### src/rtl/dom_and_2share_seq_if.sv
// Operand, randomness, multiplier and result signals of the 2-share DOM AND sequencer.
// The sequencer connects through the slave modport; master is the environment's view.
interface dom_and_2share_seq_if #(
    parameter int DW = 64
);
    logic          in_valid_i;
    logic          in_ready_o;
    logic [DW-1:0] a0_i;
    logic [DW-1:0] a1_i;
    logic [DW-1:0] b0_i;
    logic [DW-1:0] b1_i;
    logic          rnd_req_o;
    logic          rnd_ack_i;
    logic [DW-1:0] rnd_i;
    logic [DW-1:0] dom_a0_o;
    logic [DW-1:0] dom_a1_o;
    logic [DW-1:0] dom_b0_o;
    logic [DW-1:0] dom_b1_o;
    logic          dom_c_valid_o;
    logic [DW-1:0] dom_c0_o;
    logic [DW-1:0] dom_c1_o;
    logic [DW-1:0] dom_q0_i;
    logic [DW-1:0] dom_q1_i;
    logic          out_valid_o;
    logic          out_ready_i;
    logic [DW-1:0] q0_o;
    logic [DW-1:0] q1_o;
    logic          busy_o;

    modport slave (
        input  in_valid_i, a0_i, a1_i, b0_i, b1_i, rnd_ack_i, rnd_i,
               dom_q0_i, dom_q1_i, out_ready_i,
        output in_ready_o, rnd_req_o, dom_a0_o, dom_a1_o, dom_b0_o, dom_b1_o,
               dom_c_valid_o, dom_c0_o, dom_c1_o, out_valid_o, q0_o, q1_o, busy_o
    );

    modport master (
        output in_valid_i, a0_i, a1_i, b0_i, b1_i, rnd_ack_i, rnd_i,
               dom_q0_i, dom_q1_i, out_ready_i,
        input  in_ready_o, rnd_req_o, dom_a0_o, dom_a1_o, dom_b0_o, dom_b1_o,
               dom_c_valid_o, dom_c0_o, dom_c1_o, out_valid_o, q0_o, q1_o, busy_o
    );
endinterface

### src/rtl/dom_and_2share_seq.sv
// Sequencer/result stage for a 2-share DOM AND: accept -> c_valid pulse next cycle -> result 3 cycles after accept.
// One word of randomness is buffered independently; randomness stalls extend RND, out_ready low holds OUT.
module dom_and_2share_seq #(
    parameter int DW       = 64,
    parameter bit ClearOps = 1'b1
) (
    input  logic                     clk_i,
    input  logic                     rst_ni,
    dom_and_2share_seq_if.slave      io_bus
);

    typedef enum logic [1:0] {
        S_IDLE   = 2'd0,
        S_RND    = 2'd1,
        S_SETTLE = 2'd2,
        S_OUT    = 2'd3
    } state_e;

    state_e        r_state;
    state_e        w_state_nxt;
    logic [DW-1:0] r_a0, r_a1, r_b0, r_b1;
    logic [DW-1:0] r_rnd;
    logic          r_rnd_vld;
    logic [DW-1:0] r_q0, r_q1;

    logic w_in_rdy;
    logic w_accept;
    logic w_consume;
    logic w_capture;
    logic w_out_vld;
    logic w_release;
    logic w_rnd_fill;

    always_ff @(posedge clk_i or negedge rst_ni) begin
        if (!rst_ni) begin
            r_state <= S_IDLE;
        end else begin
            r_state <= w_state_nxt;
        end
    end

    always_comb begin
        w_state_nxt = r_state;
        w_in_rdy    = 1'b0;
        w_accept    = 1'b0;
        w_consume   = 1'b0;
        w_capture   = 1'b0;
        w_out_vld   = 1'b0;
        w_release   = 1'b0;
        case (r_state)
            S_IDLE: begin
                w_in_rdy = 1'b1;
                if (io_bus.in_valid_i) begin
                    w_accept    = 1'b1;
                    w_state_nxt = S_RND;
                end
            end
            S_RND: begin
                if (r_rnd_vld) begin
                    w_consume   = 1'b1;
                    w_state_nxt = S_SETTLE;
                end
            end
            S_SETTLE: begin
                // multiplier register now holds the cross terms; its outputs are final
                w_capture   = 1'b1;
                w_state_nxt = S_OUT;
            end
            S_OUT: begin
                w_out_vld = 1'b1;
                if (io_bus.out_ready_i) begin
                    w_release   = 1'b1;
                    w_state_nxt = S_IDLE;
                end
            end
            default: begin
                w_state_nxt = S_IDLE;
            end
        endcase
    end

    // A word is used exactly once: the consume cycle always has the buffer full, so no refill can collide.
    assign w_rnd_fill = !r_rnd_vld && io_bus.rnd_ack_i;

    always_ff @(posedge clk_i or negedge rst_ni) begin
        if (!rst_ni) begin
            r_rnd     <= '0;
            r_rnd_vld <= 1'b0;
        end else if (w_consume) begin
            r_rnd_vld <= 1'b0;
        end else if (w_rnd_fill) begin
            r_rnd     <= io_bus.rnd_i;
            r_rnd_vld <= 1'b1;
        end
    end

    always_ff @(posedge clk_i or negedge rst_ni) begin
        if (!rst_ni) begin
            r_a0 <= '0;
            r_a1 <= '0;
            r_b0 <= '0;
            r_b1 <= '0;
        end else if (w_accept) begin
            r_a0 <= io_bus.a0_i;
            r_a1 <= io_bus.a1_i;
            r_b0 <= io_bus.b0_i;
            r_b1 <= io_bus.b1_i;
        end else if (w_release && ClearOps) begin
            r_a0 <= '0;
            r_a1 <= '0;
            r_b0 <= '0;
            r_b1 <= '0;
        end
    end

    always_ff @(posedge clk_i or negedge rst_ni) begin
        if (!rst_ni) begin
            r_q0 <= '0;
            r_q1 <= '0;
        end else if (w_capture) begin
            r_q0 <= io_bus.dom_q0_i;
            r_q1 <= io_bus.dom_q1_i;
        end
    end

    assign io_bus.in_ready_o    = w_in_rdy;
    assign io_bus.rnd_req_o     = !r_rnd_vld;
    assign io_bus.dom_a0_o      = r_a0;
    assign io_bus.dom_a1_o      = r_a1;
    assign io_bus.dom_b0_o      = r_b0;
    assign io_bus.dom_b1_o      = r_b1;
    assign io_bus.dom_c_valid_o = w_consume;
    assign io_bus.dom_c0_o      = r_rnd;
    assign io_bus.dom_c1_o      = r_rnd;
    assign io_bus.out_valid_o   = w_out_vld;
    assign io_bus.q0_o          = r_q0;
    assign io_bus.q1_o          = r_q1;
    assign io_bus.busy_o        = (r_state != S_IDLE);

endmodule

### src/flat_wrapper.sv
// flat-port wrapper written by rule: the top's interface ports become plain ports
module dom_and_2share_seq_flat 
#(
    parameter int DW       = 64,
    parameter bit ClearOps = 1'b1
)
  (clk_i, rst_ni, io_bus_in_valid_i, io_bus_a0_i, io_bus_a1_i, io_bus_b0_i, io_bus_b1_i, io_bus_rnd_ack_i, io_bus_rnd_i, io_bus_dom_q0_i, io_bus_dom_q1_i, io_bus_out_ready_i, io_bus_in_ready_o, io_bus_rnd_req_o, io_bus_dom_a0_o, io_bus_dom_a1_o, io_bus_dom_b0_o, io_bus_dom_b1_o, io_bus_dom_c_valid_o, io_bus_dom_c0_o, io_bus_dom_c1_o, io_bus_out_valid_o, io_bus_q0_o, io_bus_q1_o, io_bus_busy_o);
  dom_and_2share_seq_if #(.DW(DW)) io_bus_i ();
  input  logic clk_i;
  input  logic rst_ni;
  input wire logic [$bits(io_bus_i.in_valid_i)-1:0] io_bus_in_valid_i;
  input wire logic [$bits(io_bus_i.a0_i)-1:0] io_bus_a0_i;
  input wire logic [$bits(io_bus_i.a1_i)-1:0] io_bus_a1_i;
  input wire logic [$bits(io_bus_i.b0_i)-1:0] io_bus_b0_i;
  input wire logic [$bits(io_bus_i.b1_i)-1:0] io_bus_b1_i;
  input wire logic [$bits(io_bus_i.rnd_ack_i)-1:0] io_bus_rnd_ack_i;
  input wire logic [$bits(io_bus_i.rnd_i)-1:0] io_bus_rnd_i;
  input wire logic [$bits(io_bus_i.dom_q0_i)-1:0] io_bus_dom_q0_i;
  input wire logic [$bits(io_bus_i.dom_q1_i)-1:0] io_bus_dom_q1_i;
  input wire logic [$bits(io_bus_i.out_ready_i)-1:0] io_bus_out_ready_i;
  output wire logic [$bits(io_bus_i.in_ready_o)-1:0] io_bus_in_ready_o;
  output wire logic [$bits(io_bus_i.rnd_req_o)-1:0] io_bus_rnd_req_o;
  output wire logic [$bits(io_bus_i.dom_a0_o)-1:0] io_bus_dom_a0_o;
  output wire logic [$bits(io_bus_i.dom_a1_o)-1:0] io_bus_dom_a1_o;
  output wire logic [$bits(io_bus_i.dom_b0_o)-1:0] io_bus_dom_b0_o;
  output wire logic [$bits(io_bus_i.dom_b1_o)-1:0] io_bus_dom_b1_o;
  output wire logic [$bits(io_bus_i.dom_c_valid_o)-1:0] io_bus_dom_c_valid_o;
  output wire logic [$bits(io_bus_i.dom_c0_o)-1:0] io_bus_dom_c0_o;
  output wire logic [$bits(io_bus_i.dom_c1_o)-1:0] io_bus_dom_c1_o;
  output wire logic [$bits(io_bus_i.out_valid_o)-1:0] io_bus_out_valid_o;
  output wire logic [$bits(io_bus_i.q0_o)-1:0] io_bus_q0_o;
  output wire logic [$bits(io_bus_i.q1_o)-1:0] io_bus_q1_o;
  output wire logic [$bits(io_bus_i.busy_o)-1:0] io_bus_busy_o;
  assign io_bus_i.in_valid_i = io_bus_in_valid_i;
  assign io_bus_i.a0_i = io_bus_a0_i;
  assign io_bus_i.a1_i = io_bus_a1_i;
  assign io_bus_i.b0_i = io_bus_b0_i;
  assign io_bus_i.b1_i = io_bus_b1_i;
  assign io_bus_i.rnd_ack_i = io_bus_rnd_ack_i;
  assign io_bus_i.rnd_i = io_bus_rnd_i;
  assign io_bus_i.dom_q0_i = io_bus_dom_q0_i;
  assign io_bus_i.dom_q1_i = io_bus_dom_q1_i;
  assign io_bus_i.out_ready_i = io_bus_out_ready_i;
  assign io_bus_in_ready_o = io_bus_i.in_ready_o;
  assign io_bus_rnd_req_o = io_bus_i.rnd_req_o;
  assign io_bus_dom_a0_o = io_bus_i.dom_a0_o;
  assign io_bus_dom_a1_o = io_bus_i.dom_a1_o;
  assign io_bus_dom_b0_o = io_bus_i.dom_b0_o;
  assign io_bus_dom_b1_o = io_bus_i.dom_b1_o;
  assign io_bus_dom_c_valid_o = io_bus_i.dom_c_valid_o;
  assign io_bus_dom_c0_o = io_bus_i.dom_c0_o;
  assign io_bus_dom_c1_o = io_bus_i.dom_c1_o;
  assign io_bus_out_valid_o = io_bus_i.out_valid_o;
  assign io_bus_q0_o = io_bus_i.q0_o;
  assign io_bus_q1_o = io_bus_i.q1_o;
  assign io_bus_busy_o = io_bus_i.busy_o;
  dom_and_2share_seq #(.DW(DW), .ClearOps(ClearOps)) u_core (.clk_i(clk_i), .rst_ni(rst_ni), .io_bus(io_bus_i));
endmodule
### config.mk
export PLATFORM = sky130hd
export DESIGN_NAME = dom_and_2share_seq_flat
export DESIGN_NICKNAME = d
export VERILOG_FILES = /design/src/rtl/dom_and_2share_seq_if.sv /design/src/rtl/dom_and_2share_seq.sv /design/src/flat_wrapper.sv
export SDC_FILE = /design/constraint.sdc
export NUM_CORES = 1
export LEC_CHECK = 0
export BUFFER_PORTS_ARGS = -buffer_cell sky130_fd_sc_hd__buf_2
export CAP_MARGIN = 40
export CORE_AREA = 3 3 374 376
export CTS_CLUSTER_DIAMETER = 40
export DETAILED_ROUTE_END_ITERATION = 12
export DIE_AREA = 0 0 377 379
export GPL_TIMING_DRIVEN = 1
export SETUP_SLACK_MARGIN = 0.3
export SLEW_MARGIN = 20
export SYNTH_ARGS = -nofsm -noshare
export SYNTH_HDL_FRONTEND = slang
export SYNTH_SLANG_ARGS = --single-unit
### constraint.sdc
create_clock -name clk_i -period 4.7 [get_ports clk_i]
set_input_delay 0 -clock clk_i [delete_from_list [all_inputs] [get_ports clk_i]]
set_output_delay 0 -clock clk_i [all_outputs]
set_load 0.01 [all_outputs]
==> results by stage <==
Setup path:
- The signal on the critical path passes through inv_1 > ha_1 > and2_4 > a21oi_4 > buf_4 > a22o_1 > dlygate4sd3_1.
- STA classifies the critical path endpoint as a flip-flop.
- The kind of start point of the critical path is a flip-flop.
- The delay of the slowest cell on the worst path is 0.58 ns.
- The maximum fanout encountered on the critical timing path is 44.
- The slowest stage of the critical path belongs to the cell a21oi_4.
- Data arrives at the worst endpoint at 3.30 ns.
- The worst setup path category is reg2reg.
- Data on the critical path is required at its endpoint by 5.28 ns.

Route:
- For this block, the initial DRC count from the detailed router was 606.
- The pre-antenna-repair detailed-routing pass consisted of 5 iterations.
- The number of vias per cell after detailed routing is 3.525.
- The final routed DRC violation total is 0.
- After detailed routing, the total wire length is ~84000 um.
- The count of nets left with antenna violations once routing finished came out at 0.
- The routed wire length per instance is 19.43 um.
- Across all layers, the routed design uses 15317 vias.

Synthesis:
- The number of nets in the synthesized netlist is 1519.
- In this run, synthesis produced a sequential element count of approximately 450.
- After technology mapping, the gate count stands at 1061.
- The combined area of all synthesized cells is 16780 um2.
- Ranked by total cell area, the synthesized netlist is headed by dfrtp_1 67%, a22o_1 13%, mux2_2 13%.
- The sequential element share of the synthesized area is 67.27%.
- The Yosys step of the flow raised 0 warnings.
- The top cell type by total area after synthesis is dfrtp_1.
- The top cell type by area accounts for roughly two thirds of the synthesized area.
- The average instance in the mapped netlist occupies 15.81 um2.
- The number of distinct library cells after synthesis is 15.

Clock tree:
- Counting the buffers created by CTS gives 83.
- The TritonCTS clock tree is built.
- No sink is reached through more buffers than the 3 on the longest clock path.
- The cell sitting at the root of the clock tree is a clkbuf_16.
- The number of H-tree levels is 3.
- The tree built by TritonCTS fans out to 451 sinks.
- In this run, post-CTS repair resized a total of 0 instances.
- Clock latency on the worst-skew pair, taken at its later pin, is 0.66 ns.
- Clock-pin slew was measured on the worst setup and hold paths at 0.05 ns.

Timing:
- The total negative slack for setup checks is 0 ns.
- The final number of hold-violating endpoints was 0.
- Setup repair after global routing left no endpoint under its margin.
- The upper clock frequency limit is 368.1 MHz.
- The final count of negative-setup-slack endpoints is 0.
- The max-slew violation count is 0.
- The minimum period implied by the final worst setup slack is 2.717 ns.
- For the pin with the worst max-slew slack, the measured transition is 1.088 ns.
- The ratio of final minimum period to clock period is ~58%.
- Headroom to the max-slew limit came out at between 20 and 30%.
- The largest clock skew in the final design is just over 0.03 ns.

Run status:
- The flow ran to the end, and the final reports show no timing, DRC or antenna violations.

Cells and area:
- The final design area excluding fillers is 30960 um2.
- The library cell used most frequently in the layout, excluding fill and tap cells, is buf_2.
- In the final design database the tool counted 2935 nets.
- The library cells used most frequently in the layout, excluding fill and tap cells, are 968 x buf_2, 478 x dlygate4sd3_1, 451 x dfrtp_1.
- The post-synthesis to final-layout area growth is 84.53%.
- Across the whole layout, storage elements account for 11290 um2.
- The layout filler cell count is 14427.
- At the end of the flow the core is filled with cells to 22.57%.
- The proportion of layout cells with a drive suffix above 1 is between 50% and 60%.
- In the final layout, the multi-input gates occupy 4567 um2.

Die:
- The count of boundary I/O pins is a little under 1000.
- The width of the chip is 377 um.
- Measured along the y axis, the die boundary spans roughly 380 um.
- The total die area is 142900 um2.
- The count of standard-cell rows is 136.
- The core region is 137200 um2.
- The starting density of the core is 12.23%.

Global routing:
- After global routing the overflow that remains totals 0.
- Entering global routing, the biggest net connects 149 pins.
- The number of global-route vias before repair is 16466.
- In the global route stage, overall resource usage came out at 11.23%.
- The first global-routing pass estimated 116500 um of wire.
- The number of antenna violations at the first check in global routing is 20.

Power:
- The share of total power dissipated in combinational logic is between 30 and 40%.
- The power density of the placed cells is between 700 and 800 nW/um2.
- The internal power is 13.82 mW.
- The maximum vdd drop is about 0.35 mV.
- Net switching is a little under two fifths of the power.
- The power spent charging and discharging nets is 8.160 mW.
- The total power consumption of the routed design is 21.98 mW.
- The clock network fraction of total power is between 20% and 30%.
- The share of total power dissipated in sequential elements is approximately 32%.
- In this run the static leakage power is 15.08 nW.

Run:
- The max capacitance violation total is 0.

Place:
- Routability-driven placement finished with a final weighted congestion of ~0.83.
- After legalization and detailed placement, the total HPWL measured 61950 um.
- The count of buffers added on input and output ports is 969.
- The placed instances occupy a cell area of between 20000 and 25000 um2.

Worst hold path:
- The class of the tightest hold or removal check is in2reg.
## per-stage QoR
| stage | worst slack, ns | hold WS (ns) | std cells |
|---|---|---|---|
| finish | 1.983 | 0.09999 | 4345 |
| global route | 1.816 | 0.05251 | 4341 |
| CTS | 1.979 | 0.0002260 | 4334 |
| detailed placement | 2.212 | 0.1382 | 3708 |
| global placement | 2.030 | 0.1444 | 3707 |
| floorplan | 3.056 | -0.2956 | 1061 |
## cell type report
cell class                 count  share of cell area, %
clock buffer                 101                  7.323
inverter                       6                0.07274
antenna                       11                0.08891
sequential                   451                  36.45
tap                         1794                  7.250
clock inverter                47                  1.891
multi-input combinational    462                  14.75
timing repair buffer        1473                  32.17
## power by group through the flow
stage          Sequential [mW]  Combinational, mW  Clock (mW)
2_1_floorplan             7.85               3.59           0
3_3_place_gp              7.09               8.38           0
3_5_place_dp              7.07               8.53           0
4_1_cts                   7.07               9.00        6.27
5_1_grt                   7.36               9.50        6.45
6_report                  7.13               8.77        6.08
## synth_stat cells, drive strengths merged
cell,n
dfrtp,451
a22o,256
mux2,193
buf,137
inv,6
clkbuf,5
ha,5
and2,2
a21oi,1
a222oi,1
mux2i,1
nor2,1
nor2b,1
o21bai,1
## sequential cells by signal (all words and copies together), names as in the netlist
signal	flops
u_core.io_bus.dom_a0_o	64
u_core.io_bus.dom_a1_o	64
u_core.io_bus.dom_b0_o	64
u_core.io_bus.dom_b1_o	64
u_core.io_bus.dom_c0_o	64
u_core.io_bus.q0_o	64
u_core.io_bus.q1_o	64
u_core.r_state	2
u_core.r_rnd_vld	1
## final timing paths
kind,start,end,slack [ns],cells past startpoint
max in group asynchronous,rst_ni,u_core.io_bus.q1_o[52]$_DFFE_PN0P_,2.51,4
setup reg to reg,u_core.r_state[0]$_DFFE_PN0P_,u_core.io_bus.dom_a0_o[8]$_DFFE_PN0P_,1.98,7
setup / recovery,u_core.r_state[0]$_DFFE_PN0P_,u_core.io_bus.dom_a0_o[8]$_DFFE_PN0P_,1.98,7
min in group asynchronous,rst_ni,u_core.io_bus.q1_o[51]$_DFFE_PN0P_,0.60,3
hold reg to reg,u_core.io_bus.dom_b0_o[10]$_DFFE_PN0P_,u_core.io_bus.dom_b0_o[10]$_DFFE_PN0P_,0.49,1
hold / removal,io_bus_a1_i[30],u_core.io_bus.dom_a1_o[30]$_DFFE_PN0P_,0.1,3
## repair_timing
action / CTS / global route
hold endpoints to repair: 548 / 0
hold buffers: 478 / 0
setup buffers: 0 / 0
## cell families (layout without fill, tap and decap cells)
family | count (synthesis) | count (layout) | share of synthesized area (%)
flip-flops | 451 | 451 | 67.27
adder cells (fa/ha/maj) | 5 | 5 | 0.3729
buffers and inverters | 148 | 1627 | 5.690
AO/OA/AOI/OAI | 259 | 259 | 13.52
multiplexers | 194 | 194 | 13.01
AND/OR/NAND/NOR | 4 | 4 | 0.1342
other | 0 | 11 | 0
## worst max-delay path: cells and delay by family, from the launching register on
family,cells,cell delay [ns]
AO/OA/AOI/OAI,2,0.71
adder cells (fa/ha/maj),1,0.26
flip-flops,1,0.38
AND/OR/NAND/NOR,1,0.31
buffers and inverters,3,0.98
## metal layers
layer	up-vias	track usage (%)	wire length (um)
li1	6742	-	-
met1	7617	11.28	28920
met2	769	18.78	41330
met3	175	4.995	8593
met4	14	7.594	5487
met5	-	0	89
Note: power is estimated with default switching activity, not from simulation.
